File: config.mk
export PLATFORM = sky130hd
export DESIGN_NAME = pci_master_initiator
export DESIGN_NICKNAME = d
export VERILOG_FILES = /design/src/rtl/pci_pkg.sv /design/src/rtl/pci_devsel_timer.sv /design/src/rtl/pci_master_initiator.sv
export SDC_FILE = /design/constraint.sdc
export NUM_CORES = 1
export LEC_CHECK = 0
export CORE_AREA = 2 2 98 100
export CTS_CLUSTER_SIZE = 30
export DETAILED_ROUTE_END_ITERATION = 12
export DIE_AREA = 0 0 100 102
export MAX_ROUTING_LAYER = met4
export PLACE_DENSITY = 0.85
export SLEW_MARGIN = 20
export SYNTH_ARGS = -nofsm -noshare
export SYNTH_HDL_FRONTEND = slang
export SYNTH_SLANG_ARGS = --single-unit
File: constraint.sdc
create_clock -name clk -period 2.65 [get_ports clk]
set_input_delay 0.53 -clock clk [delete_from_list [all_inputs] [get_ports clk]]
set_output_delay 0.53 -clock clk [all_outputs]
set_load 0.01 [all_outputs]
File: src/rtl/pci_pkg.sv
// Shared PCI constants and the initiator state encoding.
// The slave-side command decoder imports the same command codes.
package pci_pkg;

  localparam logic [3:0] PCI_CMD_MEM_READ  = 4'b0110;
  localparam logic [3:0] PCI_CMD_MEM_WRITE = 4'b0111;
  localparam logic [3:0] PCI_BE_ALL        = 4'b0000;
  localparam logic [3:0] PCI_BE_IDLE       = 4'b1111;

  typedef enum logic [2:0] {
    ST_IDLE  = 3'd0,
    ST_ADDR  = 3'd1,
    ST_DATA  = 3'd2,
    ST_ABORT = 3'd3,
    ST_TURN  = 3'd4
  } init_state_t;

  function automatic logic [3:0] mem_cmd(input logic write);
    return write ? PCI_CMD_MEM_WRITE : PCI_CMD_MEM_READ;
  endfunction

endpackage

File: src/rtl/pci_devsel_timer.sv
// DEVSEL# watchdog: loaded when the address phase ends, counts down while DEVSEL# is high.
// Sampling DEVSEL# low latches hit and freezes the count for the rest of the transaction.
module pci_devsel_timer #(
  parameter int TIMEOUT = 5
) (
  input  logic clk,
  input  logic rst_n,
  input  logic start,
  input  logic devsel_n,
  output logic hit,
  output logic expired
);

  logic [3:0] cnt;
  logic       running;

  assign running = (cnt != 4'd0) && !hit;

  always_ff @(posedge clk or negedge rst_n) begin
    if (!rst_n) begin
      cnt <= 4'd0;
      hit <= 1'b0;
    end else if (start) begin
      cnt <= 4'(TIMEOUT);
      hit <= 1'b0;
    end else if (running) begin
      if (!devsel_n) hit <= 1'b1;
      else           cnt <= cnt - 4'd1;
    end
  end

  // True on the edge that would take the count to zero: the TIMEOUT-th unclaimed edge.
  assign expired = running && devsel_n && (cnt == 4'd1);

endmodule

File: src/rtl/pci_master_initiator.sv
// PCI memory read/write initiator: address phase, burst data phases, master abort.
// All bus-facing outputs are registered; the next values come from the output decoder.
module pci_master_initiator
  import pci_pkg::*;
#(
  parameter int DEVSEL_TIMEOUT = 5,
  parameter int LEN_W          = 4
) (
  input  logic             clk,
  input  logic             rst_n,
  input  logic             req_valid,
  output logic             req_ready,
  input  logic             req_write,
  input  logic [31:0]      req_addr,
  input  logic [LEN_W-1:0] req_len,
  input  logic [31:0]      wr_data,
  output logic             wr_pop,
  output logic [31:0]      rd_data,
  output logic             rd_valid,
  output logic             done,
  output logic             err,
  output logic             frame_n,
  output logic             irdy_n,
  output logic [3:0]       cbe_n,
  output logic [31:0]      ad_out,
  output logic             ad_oe,
  input  logic [31:0]      ad_in,
  input  logic             trdy_n,
  input  logic             devsel_n
);

  localparam logic [LEN_W-1:0] REM_ONE = LEN_W'(1);
  localparam logic [LEN_W-1:0] REM_TWO = LEN_W'(2);

  init_state_t      state, state_nxt;
  logic             wr_q;
  logic [LEN_W-1:0] rem;
  logic             accept;
  logic             phase_done;
  logic             last_phase;
  logic             devsel_hit;
  logic             timer_expired;

  logic             frame_n_d, irdy_n_d, ad_oe_d;
  logic [3:0]       cbe_n_d;
  logic [31:0]      ad_out_d, rd_data_d;
  logic             wr_pop_d, rd_valid_d, done_d, err_d;

  assign req_ready  = (state == ST_IDLE);
  assign accept     = req_valid && req_ready;
  assign phase_done = (state == ST_DATA) && !irdy_n && !trdy_n && !devsel_n;
  assign last_phase = (rem == REM_ONE);

  pci_devsel_timer #(
    .TIMEOUT (DEVSEL_TIMEOUT)
  ) u_timer (
    .clk      (clk),
    .rst_n    (rst_n),
    .start    (state == ST_ADDR),
    .devsel_n (devsel_n),
    .hit      (devsel_hit),
    .expired  (timer_expired)
  );

  always_ff @(posedge clk or negedge rst_n) begin
    if (!rst_n) state <= ST_IDLE;
    else        state <= state_nxt;
  end

  always_comb begin
    state_nxt = state;
    case (state)
      ST_IDLE:  if (accept) state_nxt = ST_ADDR;
      ST_ADDR:  state_nxt = ST_DATA;
      ST_DATA: begin
        if (phase_done && last_phase)         state_nxt = ST_TURN;
        else if (timer_expired && !devsel_hit) state_nxt = ST_ABORT;
      end
      ST_ABORT: state_nxt = ST_TURN;
      ST_TURN:  state_nxt = ST_IDLE;
      default:  state_nxt = ST_IDLE;
    endcase
  end

  // Transaction context; rem is held at 1 on the final phase so it never wraps.
  always_ff @(posedge clk or negedge rst_n) begin
    if (!rst_n) begin
      wr_q <= 1'b0;
      rem  <= REM_ONE;
    end else if (accept) begin
      wr_q <= req_write;
      rem  <= (req_len == '0) ? REM_ONE : req_len;
    end else if (phase_done && !last_phase) begin
      rem <= rem - REM_ONE;
    end
  end

  always_comb begin
    frame_n_d  = frame_n;
    irdy_n_d   = irdy_n;
    cbe_n_d    = cbe_n;
    ad_out_d   = ad_out;
    ad_oe_d    = ad_oe;
    rd_data_d  = rd_data;
    wr_pop_d   = 1'b0;
    rd_valid_d = 1'b0;
    done_d     = 1'b0;
    err_d      = 1'b0;
    case (state)
      ST_IDLE: begin
        if (accept) begin
          frame_n_d = 1'b0;
          irdy_n_d  = 1'b1;
          cbe_n_d   = mem_cmd(req_write);
          ad_out_d  = req_addr;
          ad_oe_d   = 1'b1;
        end
      end
      ST_ADDR: begin
        frame_n_d = last_phase;
        irdy_n_d  = 1'b0;
        cbe_n_d   = PCI_BE_ALL;
        ad_oe_d   = wr_q;
        if (wr_q) ad_out_d = wr_data;
      end
      ST_DATA: begin
        // Write data follows wr_data so a word advanced after wr_pop reaches the bus.
        if (wr_q) ad_out_d = wr_data;
        if (phase_done) begin
          wr_pop_d   = wr_q;
          rd_valid_d = !wr_q;
          if (!wr_q) rd_data_d = ad_in;
          if (last_phase) begin
            frame_n_d = 1'b1;
            irdy_n_d  = 1'b1;
            cbe_n_d   = PCI_BE_IDLE;
            ad_oe_d   = 1'b0;
            done_d    = 1'b1;
          end else begin
            frame_n_d = (rem == REM_TWO);
          end
        end else if (timer_expired && !devsel_hit) begin
          frame_n_d = 1'b1;
          irdy_n_d  = 1'b0;
        end
      end
      ST_ABORT: begin
        frame_n_d = 1'b1;
        irdy_n_d  = 1'b1;
        cbe_n_d   = PCI_BE_IDLE;
        ad_oe_d   = 1'b0;
        done_d    = 1'b1;
        err_d     = 1'b1;
      end
      default: ;
    endcase
  end

  always_ff @(posedge clk or negedge rst_n) begin
    if (!rst_n) begin
      frame_n  <= 1'b1;
      irdy_n   <= 1'b1;
      cbe_n    <= PCI_BE_IDLE;
      ad_out   <= 32'h0;
      ad_oe    <= 1'b0;
      rd_data  <= 32'h0;
      wr_pop   <= 1'b0;
      rd_valid <= 1'b0;
      done     <= 1'b0;
      err      <= 1'b0;
    end else begin
      frame_n  <= frame_n_d;
      irdy_n   <= irdy_n_d;
      cbe_n    <= cbe_n_d;
      ad_out   <= ad_out_d;
      ad_oe    <= ad_oe_d;
      rd_data  <= rd_data_d;
      wr_pop   <= wr_pop_d;
      rd_valid <= rd_valid_d;
      done     <= done_d;
      err      <= err_d;
    end
  end

endmodule
# Word-level counts from Yosys, hierarchy flattened
# Cells that the tools add are included.
# totals
reg_bits,88
in_bits,106
out_inout_bits,76
elab_cells,107
# classes
add_sub_neg,2
eq_ne,14
mux,42
n_bitwise,1
n_reduce_logical,33
# op_table
cell,count
32-bit 2-to-1 mux,2
32-bit case mux with 2 select lines,1
4-bit 2-to-1 mux,9
1-bit 2-to-1 mux,21
4-bit case mux with 4 select lines,1
1-bit case mux with 4 select lines,3
3-bit case mux with 4 select lines,1
1-bit logical AND,10
3-bit 2-to-1 mux,3
3-bit AND reduction,3
4-bit by 1-bit == test with 1-bit output (second input constant),2
4-bit AND reduction,2
2-bit nonzero test,4
4-bit nonzero test,2
4-bit by 1-bit subtractor with 4-bit output (second input constant),2
3-bit by 2-bit == test with 1-bit output (second input constant),2
1-bit zero test,6
2-bit by 1-bit inequality test with 1-bit output (second input constant),3
2-bit AND reduction,3
4-bit by 2-bit == test with 1-bit output (second input constant),1
4-bit zero test,1
2-bit inequality test (second input constant),2
3-bit by 1-bit == test with 1-bit output (second input constant),1
3-bit zero test,1
other kinds (6),6

# Longest topological paths before layout
# depth
depth_word,8
mapped_depth,6
ltp_nobuf,6

# Hierarchy
# From an unflattened synthesis, not the netlist that was laid out.
# unflattened
cells_unflattened,332
area_unflattened_um2,3905.0
# modules_own_cells
mod,n_inst,cells_each,area_each_um2,seq_area_each_um2
pci_master_initiator,1,302,3619.7,2059.5
pci_devsel_timer,1,30,285.3,125.1

# Worst setup path after synthesis
# No wires, ideal clock.
# synth_path
path_type,register to register
from,reg state[1]
to,reg ad_out[10]
setup_ns,0.128
arrival_time_ns,1.650
t_required_ns,2.522
setup_slack_ns,0.873
stages_incl_launch_ff,6
n_path_buf,1
period_less_slack_ns,1.777
path_cell_list,dfrtp_1 -> or2b_1 -> a21oi_4 -> buf_6 -> mux2_2 -> mux2_1
# synth_via
elab_chain_len,4
word_cells_on_any_way,10
classes_between,eq/ne: 4; mux: 1; reduce/logical: 5
# synth_lines
item,line,text
from (decl),pci_master_initiator.sv:35,"init_state_t state, state_nxt;"
from (signal assigned),pci_master_initiator.sv:67,else state <= state_nxt;
"3-bit by 2-bit == test with 1-bit output, or another cell as far along",pci_master_initiator.sv:109,case (state)
2-bit OR reduction (no source line) or 1-bit logical AND (tied branches),n/a,
2-bit by 1-bit inequality test with 1-bit output (no source line) or 2-bit nonzero test (tied branches),n/a,
3-bit AND reduction (no source line),n/a,
to (signal assigned),pci_master_initiator.sv:175,ad_out <= ad_out_d;
to (decl),pci_master_initiator.sv:25,"output logic [31:0] ad_out,"
# Several ways; a longest one is shown, not always the timed one.
# A chain may end at the register's enable or synchronous reset.

# Worst setup path in the final report
# layout_path
from,reg state[2]
to,out req_ready
# layout_via
elab_chain_len,1
# layout_lines
item,line,text
3-bit zero test,pci_master_initiator.sv:49,assign req_ready = (state == ST_IDLE);
to (decl),pci_master_initiator.sv:12,"output logic req_ready,"
# Every way passes these cells.

==> impl_metrics.toml <==
[grt]
overflow = 0
grt_pass1_wl_um = 15440
grt_pass1_vias = 3222
grtUsageTotal = 0.1969
grt_antenna_before_repair = 0
grt_max_degree = 45

[timing]
worst_pin_slew_ns = 0.6165
finalCritPeriodShare = 0.8542
maxSlewViolCount = 0
finalSetupViolations = 0
fmax_mhz = 441.8
finalSetupTns_ns = 0
period_minus_slack_ns = 2.264
hold_violations = 0
grt_setup_unrepaired = "no"
maxSlewHeadroom = 0.5890
finClkSkew_ns = 0.01367

[drt]
vias_per_cell = 5.092
ant_nets = 0
drt-wirelength-per-cell_um = 15.99
drt_iter0_drc = 88
vias = 3050
wl_um = 9577
drc = 0
drtPass1Iterations = 4

[critical_path]
r2r_start = "state[0]$_DFFE_PN0P_"
cp.required_ns = 2.12
crit_start = "state[2]$_DFFE_PN0P_"
startpoint_type = "register"
crit_path_max_fanout = 14
worstSetupPathType = "register to output pin"
cp.arrival_ns = 1.73
end_kind = "output pin"

[placement]
placement.io_buffers = 181
gp_congestion = 0.8519
placed_cell_area_um2 = 5996
dp_hpwl_um = 7344

[pwr]
p_switching_mw = 2.289
p_int_mw = 4.615
peakVddDrop_mv = 0.5670
swShare = 0.3316
powerDensity_nw_per_um2 = 1115
p_leak_nw = 2.550
clkPwrFrac = 0.132
sequentialPowerShare = 0.351
combPwrFrac = 0.517

[die]
die_h_um = 102
ioPinCount = 182
core_area_um2 = 9109
initial_utilization = 0.4457
die_area_um2 = 10200
fp-row-count = 35
dieWidth_um = 100

[cts]
cts_buffer_depth = 2
clock_latency_ns = 0.34
clkTransAtPathRegs_ns = 0.09
cts_hold_buf = 0
cts_resized = 0
clockRootBuffer = "clkbuf_8"
htree_levels = 3
clock-sinks = 87
numCtsBuffers = 9
cts_tree = "yes"
post-cts-setup-buffers = 0

[logic_synthesis]
syn-cell-area_um2 = 4060
ys_types = 45
netlist_instances = 298
ys_warn_count = 0
seq_area_frac_synth = 0.5381
synth_nets = 409
synth_seq_cells = 87
synth.avg_cell_area_um2 = 13.62

[final_layout]
final_layout_size_suffix_gt1_frac = 0.2377
num_antenna_cells = 0
fillCellCount = 699
syn2layout_area_growth_pct = 52.45
finish.net_count = 594
fin_area_um2 = 6190

[outcome]
status = "finished clean"

[worst_hold_path]
min_path_type = "input pin to asynchronous set/reset pin"

[run]
max_cap_viol_count = 0
cell type report:
type	count	area [µm²]	share of cell area
Inverter	12	45.04	0.007277
Sequential cell	87	2185	0.3529
Multi-Input combinational cell	186	1723	0.2783
Clock inverter	7	70.07	0.01132
Timing Repair Buffer	187	1904	0.3077
Tap cell	111	138.9	0.02244
Clock buffer	9	123.9	0.02001
flip-flops by register name, indices dropped and copies added, names as in the netlist, 3 cells and up:
name and count:
u_timer.cnt 4, rd_data 32, cbe_n 3, rem 4
state 3, ad_out 32
metrics by stage:
| stage | power [mW] | util | cells | setup WS [ns] | hold WS, ns |
|---|---|---|---|---|---|
| after detailed placement | 6.063 | 0.6582 | 583 | 0.3629 | 0.4759 |
| after global placement | 5.911 | 0.6582 | 583 | 0.4190 | 0.4670 |
| after CTS | 7.004 | 0.6795 | 599 | 0.3707 | 0.1736 |
| final | 6.904 | 0.6795 | 599 | 0.3864 | 0.1578 |
| after floorplan | 4.350 | - | 298 | 0.8729 | 0.2344 |
| after global routing | 7.359 | 0.6795 | 599 | 0.3032 | 0.1998 |
critical path, cell delays in order, from the launching register on:
cell             delay [ns]
dfrtp_1                0.61
nor3_1                 0.22
clkdlybuf4s50_1        0.56
synthesized netlist by cell type, drive strengths merged:
master,count,share of area
mux2,98,0.27
dfrtp,81,0.50
buf,13,0.028
inv,12,0.011
a21oi,11,0.017
o21ai,9,0.011
nand2,7,0.0071
nor2,7,0.0083
dfstp,6,0.039
nand3,6,0.0074
ha,5,0.015
nor3,5,0.0089
a31oi,4,0.0062
xnor2,4,0.0086
nor3b,3,0.0083
or4,3,0.0055
a211oi,2,0.0037
mux2i,2,0.0049
nand2b,2,0.0031
o22ai,2,0.0031
a211o,1,0.0022
a21o,1,0.0018
a221oi,1,0.0022
and2,1,0.0015
and2b,1,0.0018
and3,1,0.0015
nand4,1,0.0015
nor2b,1,0.0015
nor4b,1,0.0037
nor4bb,1,0.0025
o21a,1,0.0018
o311ai,1,0.0022
o31ai,1,0.0018
or2b,1,0.0018
or3,1,0.0015
or3b,1,0.0022
final timing paths:
kind | endpoint | depth (start not counted) | slack [ns]
max in group asynchronous | rem[0]$_DFFE_PN1P_ | 2 | 1.78
min in group clk | ad_out[18]$_DFFE_PN0P_ | 1 | 0.49
hold / removal | ad_out[10]$_DFFE_PN0P_ | 1 | 0.16
setup / recovery | req_ready | 2 | 0.39
setup reg to reg | ad_out[9]$_DFFE_PN0P_ | 5 | 0.48
hold reg to reg | ad_out[18]$_DFFE_PN0P_ | 1 | 0.49
cell usage in the layout (no fill, tap or decap), drive strengths merged, types with 3 or more instances in the layout:
master	n
buf	7
clkbuf	9
nand3	6
a31oi	4
a21oi	11
nand2	7
nor2	7
xnor2	4
clkinv	3
mux2	98
inv	14
o21ai	9
or4	3
nor3b	3
nor3	5
dfrtp	81
ha	5
dfstp	6
clkdlybuf4s50	180
metal layers:
metal / track usage / vias to the layer above / share of wire
li1: - / 1444 / -
met4: 0.05690 / 0 / 0.013
met3: 0.04993 / 11 / 0.086
met2: 0.3280 / 144 / 0.48
met5: - / - / 0
met1: 0.2395 / 1451 / 0.42
power by group through the flow:
stage          clock network (mW)  logic (mW)  registers (mW)
2_1_floorplan                   0        1.73            2.62
3_3_place_gp                    0        3.50            2.41
3_5_place_dp                    0        3.61            2.45
4_1_cts                     0.946        3.63            2.43
5_1_grt                     0.998        3.84            2.52
6_report                    0.908        3.57            2.42
kinds of logic (layout without fill, tap and decap cells):
family,Yosys count,after routing,share of synthesized area
AOI/OAI and AO/OA,34,34,0.05331
xor gates and xnor gates,4,4,0.008628
adders and majority gates,5,5,0.01541
buffers and inverters,25,215,0.03944
DFF,87,87,0.5381
muxes,100,100,0.2767
and+or+nand+nor,43,43,0.06842
Note: power is estimated with default switching activity, not from simulation.
